$ cat config.mk
export PLATFORM = sky130hd
export DESIGN_NAME = mux4_scan_ctrl
export DESIGN_NICKNAME = d
export VERILOG_FILES = /design/src/rtl/mux4_scan_pkg.sv /design/src/rtl/mux4_dwell_cnt.sv /design/src/rtl/mux4_scan_ctrl.sv
export SDC_FILE = /design/constraint.sdc
export NUM_CORES = 1
export LEC_CHECK = 0
export BUFFER_PORTS_ARGS = -buffer_cell sky130_fd_sc_hd__buf_4
export CORE_MARGIN = 1
export CORE_UTILIZATION = 50
export DETAILED_ROUTE_END_ITERATION = 10
export PLACE_DENSITY_LB_ADDON = 0.2
export SKIP_CTS_REPAIR_TIMING = 1
export SYNTH_ARGS = -nofsm -noshare
export SYNTH_HDL_FRONTEND = slang
export SYNTH_HIERARCHICAL = 1
export SYNTH_SLANG_ARGS = --single-unit
$ cat constraint.sdc
create_clock -name clk -period 1.5 [get_ports clk]
set_input_delay 0.225 -clock clk [delete_from_list [all_inputs] [get_ports clk]]
set_output_delay 0.225 -clock clk [all_outputs]
set_load 0.01 [all_outputs]
$ cat src/rtl/mux4_scan_pkg.sv
// -----------------------------------------------------------------------------
// mux4_scan_pkg
// Shared definitions for the 4:1 mux scan controller:
//   - state_t  : FSM state encoding (IDLE / SCAN)
//   - CH_A..D  : channel indices, channel = {s0,s1}
//   - CNT_W    : dwell counter width
//   - parity4  : even-parity helper over a 4-bit frame
// -----------------------------------------------------------------------------
package mux4_scan_pkg;

  typedef enum logic {
    IDLE = 1'b0,
    SCAN = 1'b1
  } state_t;

  localparam logic [1:0] CH_A = 2'd0;
  localparam logic [1:0] CH_B = 2'd1;
  localparam logic [1:0] CH_C = 2'd2;
  localparam logic [1:0] CH_D = 2'd3;

  localparam int CNT_W = 8;

  // XOR of all four frame bits
  function automatic logic parity4(input logic [3:0] v);
    return ^v;
  endfunction

endpackage

$ cat src/rtl/mux4_dwell_cnt.sv
// -----------------------------------------------------------------------------
// mux4_dwell_cnt
// Per-channel dwell counter. Counts 0..DWELL-1 while run is high and wraps;
// held at zero while run is low.
// Ports:
//   clk   in   rising-edge clock
//   rst_n in   asynchronous active-low reset
//   run   in   count enable (high while scanning)
//   cnt   out  current dwell count (CNT_W bits)
//   last  out  high when cnt == DWELL-1
// -----------------------------------------------------------------------------
module mux4_dwell_cnt
  import mux4_scan_pkg::*;
#(
  parameter int DWELL = 4
) (
  input  logic             clk,
  input  logic             rst_n,
  input  logic             run,
  output logic [CNT_W-1:0] cnt,
  output logic             last
);

  localparam logic [CNT_W-1:0] LAST_V = CNT_W'(DWELL - 1);

  logic [CNT_W-1:0] cnt_r;

  // Decode of the terminal count
  assign last = (cnt_r == LAST_V);
  assign cnt  = cnt_r;

  // Dwell counter register: clears when idle, wraps at DWELL-1
  always_ff @(posedge clk or negedge rst_n) begin
    if (!rst_n) begin
      cnt_r <= {CNT_W{1'b0}};
    end else if (!run) begin
      cnt_r <= {CNT_W{1'b0}};
    end else if (last) begin
      cnt_r <= {CNT_W{1'b0}};
    end else begin
      cnt_r <= cnt_r + {{(CNT_W-1){1'b0}}, 1'b1};
    end
  end

endmodule

$ cat src/rtl/mux4_scan_ctrl.sv
// -----------------------------------------------------------------------------
// mux4_scan_ctrl
// Round-robin scan controller for a 4:1 mux. Steps the select lines through
// channels 0..3, holding each for DWELL cycles and sampling mux_out SETTLE
// cycles after the select change. The four samples are published as one
// frame with a single-cycle frame_valid strobe.
// Ports:
//   clk         in   rising-edge clock
//   rst_n       in   asynchronous active-low reset
//   en          in   scan enable (level)
//   mux_out     in   output of the controlled mux
//   s0          out  select MSB (ch[1])
//   s1          out  select LSB (ch[0])
//   sample      out  last complete frame, bit i = channel i
//   frame_valid out  one-cycle strobe, sample updated this cycle
//   busy        out  high while scanning
//   parity      out  XOR of sample bits (only with MUX4_SCAN_PARITY_EN)
// Optional feature macro: MUX4_SCAN_PARITY_EN
// -----------------------------------------------------------------------------
module mux4_scan_ctrl
  import mux4_scan_pkg::*;
#(
  parameter int DWELL  = 4,
  parameter int SETTLE = 1
) (
  input  logic       clk,
  input  logic       rst_n,
  input  logic       en,
  input  logic       mux_out,
  output logic       s0,
  output logic       s1,
  output logic [3:0] sample,
  output logic       frame_valid,
`ifdef MUX4_SCAN_PARITY_EN
  output logic       busy,
  output logic       parity
`else
  output logic       busy
`endif
);

  localparam logic [CNT_W-1:0] SETTLE_V = CNT_W'(SETTLE);

  state_t           state_r, state_next_s;
  logic [1:0]       ch_r, ch_next_s;
  logic [3:0]       shadow_r, shadow_next_s;
  logic [3:0]       sample_r, sample_next_s;
  logic             frame_valid_r, frame_valid_next_s;
  logic             busy_r;
  logic [CNT_W-1:0] cnt_s;
  logic             last_s;
  logic             run_s;

  assign run_s = (state_r == SCAN);

  mux4_dwell_cnt #(
    .DWELL (DWELL)
  ) u_dwell_cnt (
    .clk   (clk),
    .rst_n (rst_n),
    .run   (run_s),
    .cnt   (cnt_s),
    .last  (last_s)
  );

  // Next-state and next-value logic for the scan FSM and its datapath
  always_comb begin
    state_next_s       = state_r;
    ch_next_s          = ch_r;
    shadow_next_s      = shadow_r;
    sample_next_s      = sample_r;
    frame_valid_next_s = 1'b0;
    case (state_r)
      IDLE: begin
        ch_next_s = CH_A;
        if (en) begin
          state_next_s = SCAN;
        end else begin
          state_next_s = IDLE;
        end
      end
      SCAN: begin
        if (cnt_s == SETTLE_V) begin
          shadow_next_s[ch_r] = mux_out;
        end else begin
          shadow_next_s = shadow_r;
        end
        if (last_s) begin
          // Natural 2-bit wrap takes channel D back to A
          ch_next_s = ch_r + 2'd1;
          if (ch_r == CH_D) begin
            // Publish from shadow_next_s so that a capture on this very
            // edge (SETTLE == DWELL-1) is forwarded into bit 3
            sample_next_s      = shadow_next_s;
            frame_valid_next_s = 1'b1;
            if (en) begin
              state_next_s = SCAN;
            end else begin
              state_next_s = IDLE;
            end
          end else begin
            state_next_s = SCAN;
          end
        end else begin
          state_next_s = SCAN;
        end
      end
      default: begin
        state_next_s = IDLE;
        ch_next_s    = CH_A;
      end
    endcase
  end

  // State, channel, shadow and output registers
  always_ff @(posedge clk or negedge rst_n) begin
    if (!rst_n) begin
      state_r       <= IDLE;
      ch_r          <= CH_A;
      shadow_r      <= 4'b0000;
      sample_r      <= 4'b0000;
      frame_valid_r <= 1'b0;
      busy_r        <= 1'b0;
    end else begin
      state_r       <= state_next_s;
      ch_r          <= ch_next_s;
      shadow_r      <= shadow_next_s;
      sample_r      <= sample_next_s;
      frame_valid_r <= frame_valid_next_s;
      busy_r        <= (state_next_s == SCAN);
    end
  end

`ifdef MUX4_SCAN_PARITY_EN
  logic parity_r;

  // Frame parity, updated on the same edge as sample
  always_ff @(posedge clk or negedge rst_n) begin
    if (!rst_n) begin
      parity_r <= 1'b0;
    end else begin
      parity_r <= parity4(sample_next_s);
    end
  end

  assign parity = parity_r;
`endif

  // Selects come straight from the channel register
  assign s0          = ch_r[1];
  assign s1          = ch_r[0];
  assign sample      = sample_r;
  assign frame_valid = frame_valid_r;
  assign busy        = busy_r;

endmodule

==> results.ini <==
[status]
status = complete, but fails checks
violations = setup timing

[logic_synthesis]
netlist-cell-type-count = 31
syn_area_per_cell_um2 = 11.0
ys_warn_count = 6
yosysTopAreaCellShare_pct = 46.9
netlist_area_um2 = 1070
yosys.area.top_type = dfrtp_1
ys_top_cells_by_area = dfrtp_1 (47%), ha_1 (5.9%), mux2i_1 (4.7%)
synthCells = 97
synth_nets = 106
synth_edf_count = 0
ys_seq_area_share_pct = 46.9
yosys_register_bits = 20
ys.flop_type = dfrtp_1
synth_async_sr_flop_share_pct = 100

[cells_and_area]
diodes = 0
area_delta_synth_final_pct = 30.0
fin_util_pct = 69.9
drive_gt1_share_pct = 46.0
seqCellArea_um2 = 507
nFillCells = 150
multi_input_area_um2 = 592
final_nets = 134

[clock_tree]
clkSlewWorstSetupHoldPaths_ns = 0.12
root_buffer = clkbuf_4
htreeDepth = 1
cts_tree = built
numCtsBuffers = 3
clockBufferDepth = 2
cts.sinks = 20
worstSkewPairLatency_ns = 0.30

[drt]
dr.pass1.iters = 4
drt_iter0_markers = 19
wl_per_cell_um = 13.8
vias_per_cell = 5.33
ant_nets = 0
remaining_drc_errors = 0
drt-total-wl_mm = 2.08
vias = 805

[worst_setup_path]
cp_data_required_time_ns = 1.70
worstSetupPathType = flop to flop
cp_data_arrival_time_ns = 1.72
cpPeakStageDelay_ns = 0.46
r2r-start = u_dwell_cnt/cnt[6]
slowest_stage = dfrtp_2
path_buf_inv = 1
cp-endpoint = shadow_r[0]
startpoint = u_dwell_cnt/cnt[6]
rrSetupSlack_ns = -0.01
crit_path_start_kind = flop
path_depth = 4
crit_path_end_kind = flop
path_cells = nor4_4 > buf_4 > nand4_1 > mux2_2
ff2ff_path_depth = 4
path_delay_family = simple AND/OR/NAND/NOR gates
reg2reg_to = shadow_r[0]
crit_fanout = 4

[power]
powerDensity_nw_per_um2 = 2040
peakVddDrop_v = 0.00128
p_leak_nw = 0.627
comb_power_share_pct = 52.6
power.switching_mw = 1.13
clockPowerShare_pct = 11.3
switching_share_pct = 40.1
power_frac_seq_pct = 36.1
internal_power_mw = 1.69

[sta]
worst_slew_margin_rel_pct = 74.6
drv_slew = 0
rsz0062_at_grt = true
fmax_ghz = 0.660
whs_ns = 0.0903
report.final.setup_viol = 3
setup_ws_ns = -0.0140
hold_violations = 0
fin_crit_sh_pct = 101
fin_crit_ns = 1.51
tightest_slew_ns = 0.381
fin_skew_ns = 0.00566

[min_path]
worstHoldStart = en
hold_path_class = primary input to flop

[die]
initial_utilization_pct = 53.8
die_x_um = 48.2
io_pins = 12
dieHeight_um = 48.2
rows = 16
dieArea_um2 = 2320
core-area_um2 = 1980

[global_routing]
grt_overflow_total = 0
antenna_found_initial = 0
grt_pass1_wl_mm = 2.92
grt_max_degree = 21
track_usage_pct = 18.7
first_global_vias = 659

[placement]
portBuffers = 11
gp_congestion = 0.777
place_hpwl_mm = 1.37

[flow_run]
max_cap_viol_count = 0

[cell usage after synthesis, types with 2 or more instances]
master   number
a21oi_1       6
and3_2        4
buf_6         2
dfrtp_1      20
ha_1          5
inv_1         5
mux2_2        3
mux2i_1       5
nand2_1       7
nand3_1       3
nand4_1       3
nor2_1        6
o21ai_0       3
o31ai_1       4
or3_1         3
xor2_1        3
[per-stage QoR]
| stage | TNS, ns | total power [mW] | std cells | area (um^2) | setup slack, ns |
|---|---|---|---|---|---|
| global placement | 0 | 2.22 | 141 | 1240 | 0.0250 |
| detailed placement | -0.112 | 2.26 | 141 | 1240 | -0.0501 |
| finish | -0.0317 | 2.83 | 151 | 1390 | -0.0140 |
| CTS | -0.221 | 2.59 | 145 | 1280 | -0.0775 |
| floorplan | 0 | 1.84 | 97 | 1080 | 0.0184 |
| global route | -0.406 | 3.02 | 151 | 1390 | -0.0676 |
[power groups by stage]
| stage | logic, mW | registers, mW | clock network [mW] |
|---|---|---|---|
| after floorplan | 0.793 | 1.05 | 0 |
| after CTS | 1.26 | 1.00 | 0.328 |
| after global placement | 1.22 | 1.00 | 0 |
| final | 1.49 | 1.02 | 0.318 |
| after detailed placement | 1.25 | 1.02 | 0 |
| after global routing | 1.61 | 1.06 | 0.352 |
[worst min-delay path by stage]
stage               cells past startpoint                 end
floorplan                               0                busy
detailed placement                      1  u_dwell_cnt/cnt[7]
CTS                                     1  u_dwell_cnt/cnt[7]
global route                            2                busy
finish                                  2                busy
global placement                        1  u_dwell_cnt/cnt[7]
[final cells by class]
cell class | instances | share of cell area (%)
clock buffers | 4 | 2.62
flip-flops and latches | 20 | 36.6
inverters | 5 | 1.35
multi-input cells | 69 | 42.7
well taps | 27 | 2.44
repair buffers | 26 | 14.4
[routing by layer]
metal | global-route usage [%] | part of all wire, % | vias up
met2 | 26.7 | 46 | 15
met5 | 0 | 0 | -
li1 | - | - | 403
met1 | 27.6 | 50 | 385
met4 | 10.0 | 0.62 | 0
met3 | 2.22 | 2.6 | 2
[kinds of logic (layout without fill, tap and decap cells)]
logic type / Yosys count / in the layout / share of synthesized area, %
simple gates: 34 / 34 / 21.0
flops: 20 / 20 / 46.9
compound gates: 18 / 18 / 10.8
mux: 8 / 8 / 7.86
buf+inv: 8 / 35 / 4.23
fa+ha+maj: 5 / 5 / 5.87
xor+xnor: 4 / 4 / 3.29
[state kept, by name, indices dropped and copies added (netlist names)]
signal / count
busy: 1
ch_r: 2
frame_valid: 1
sample: 4
shadow_r: 4
u_dwell_cnt/cnt: 8
[worst reg2reg max path, stage by stage (launching register included)]
cell     delay [ns]
dfrtp_2        0.46
nor4_4         0.39
buf_4          0.19
nand4_1        0.09
mux2_2         0.30
[cell usage in the layout (no fill, tap or decap), types with 4 or more instances in the layout]
master	Yosys	routed
and3_2	4	4
nor2_1	6	6
dfrtp_2	0	5
a21oi_1	6	4
ha_1	5	4
buf_4	0	23
dfrtp_1	20	15
inv_1	5	5
mux2i_1	5	5
nand2_1	7	7
Note: power is estimated with default switching activity, not from simulation.
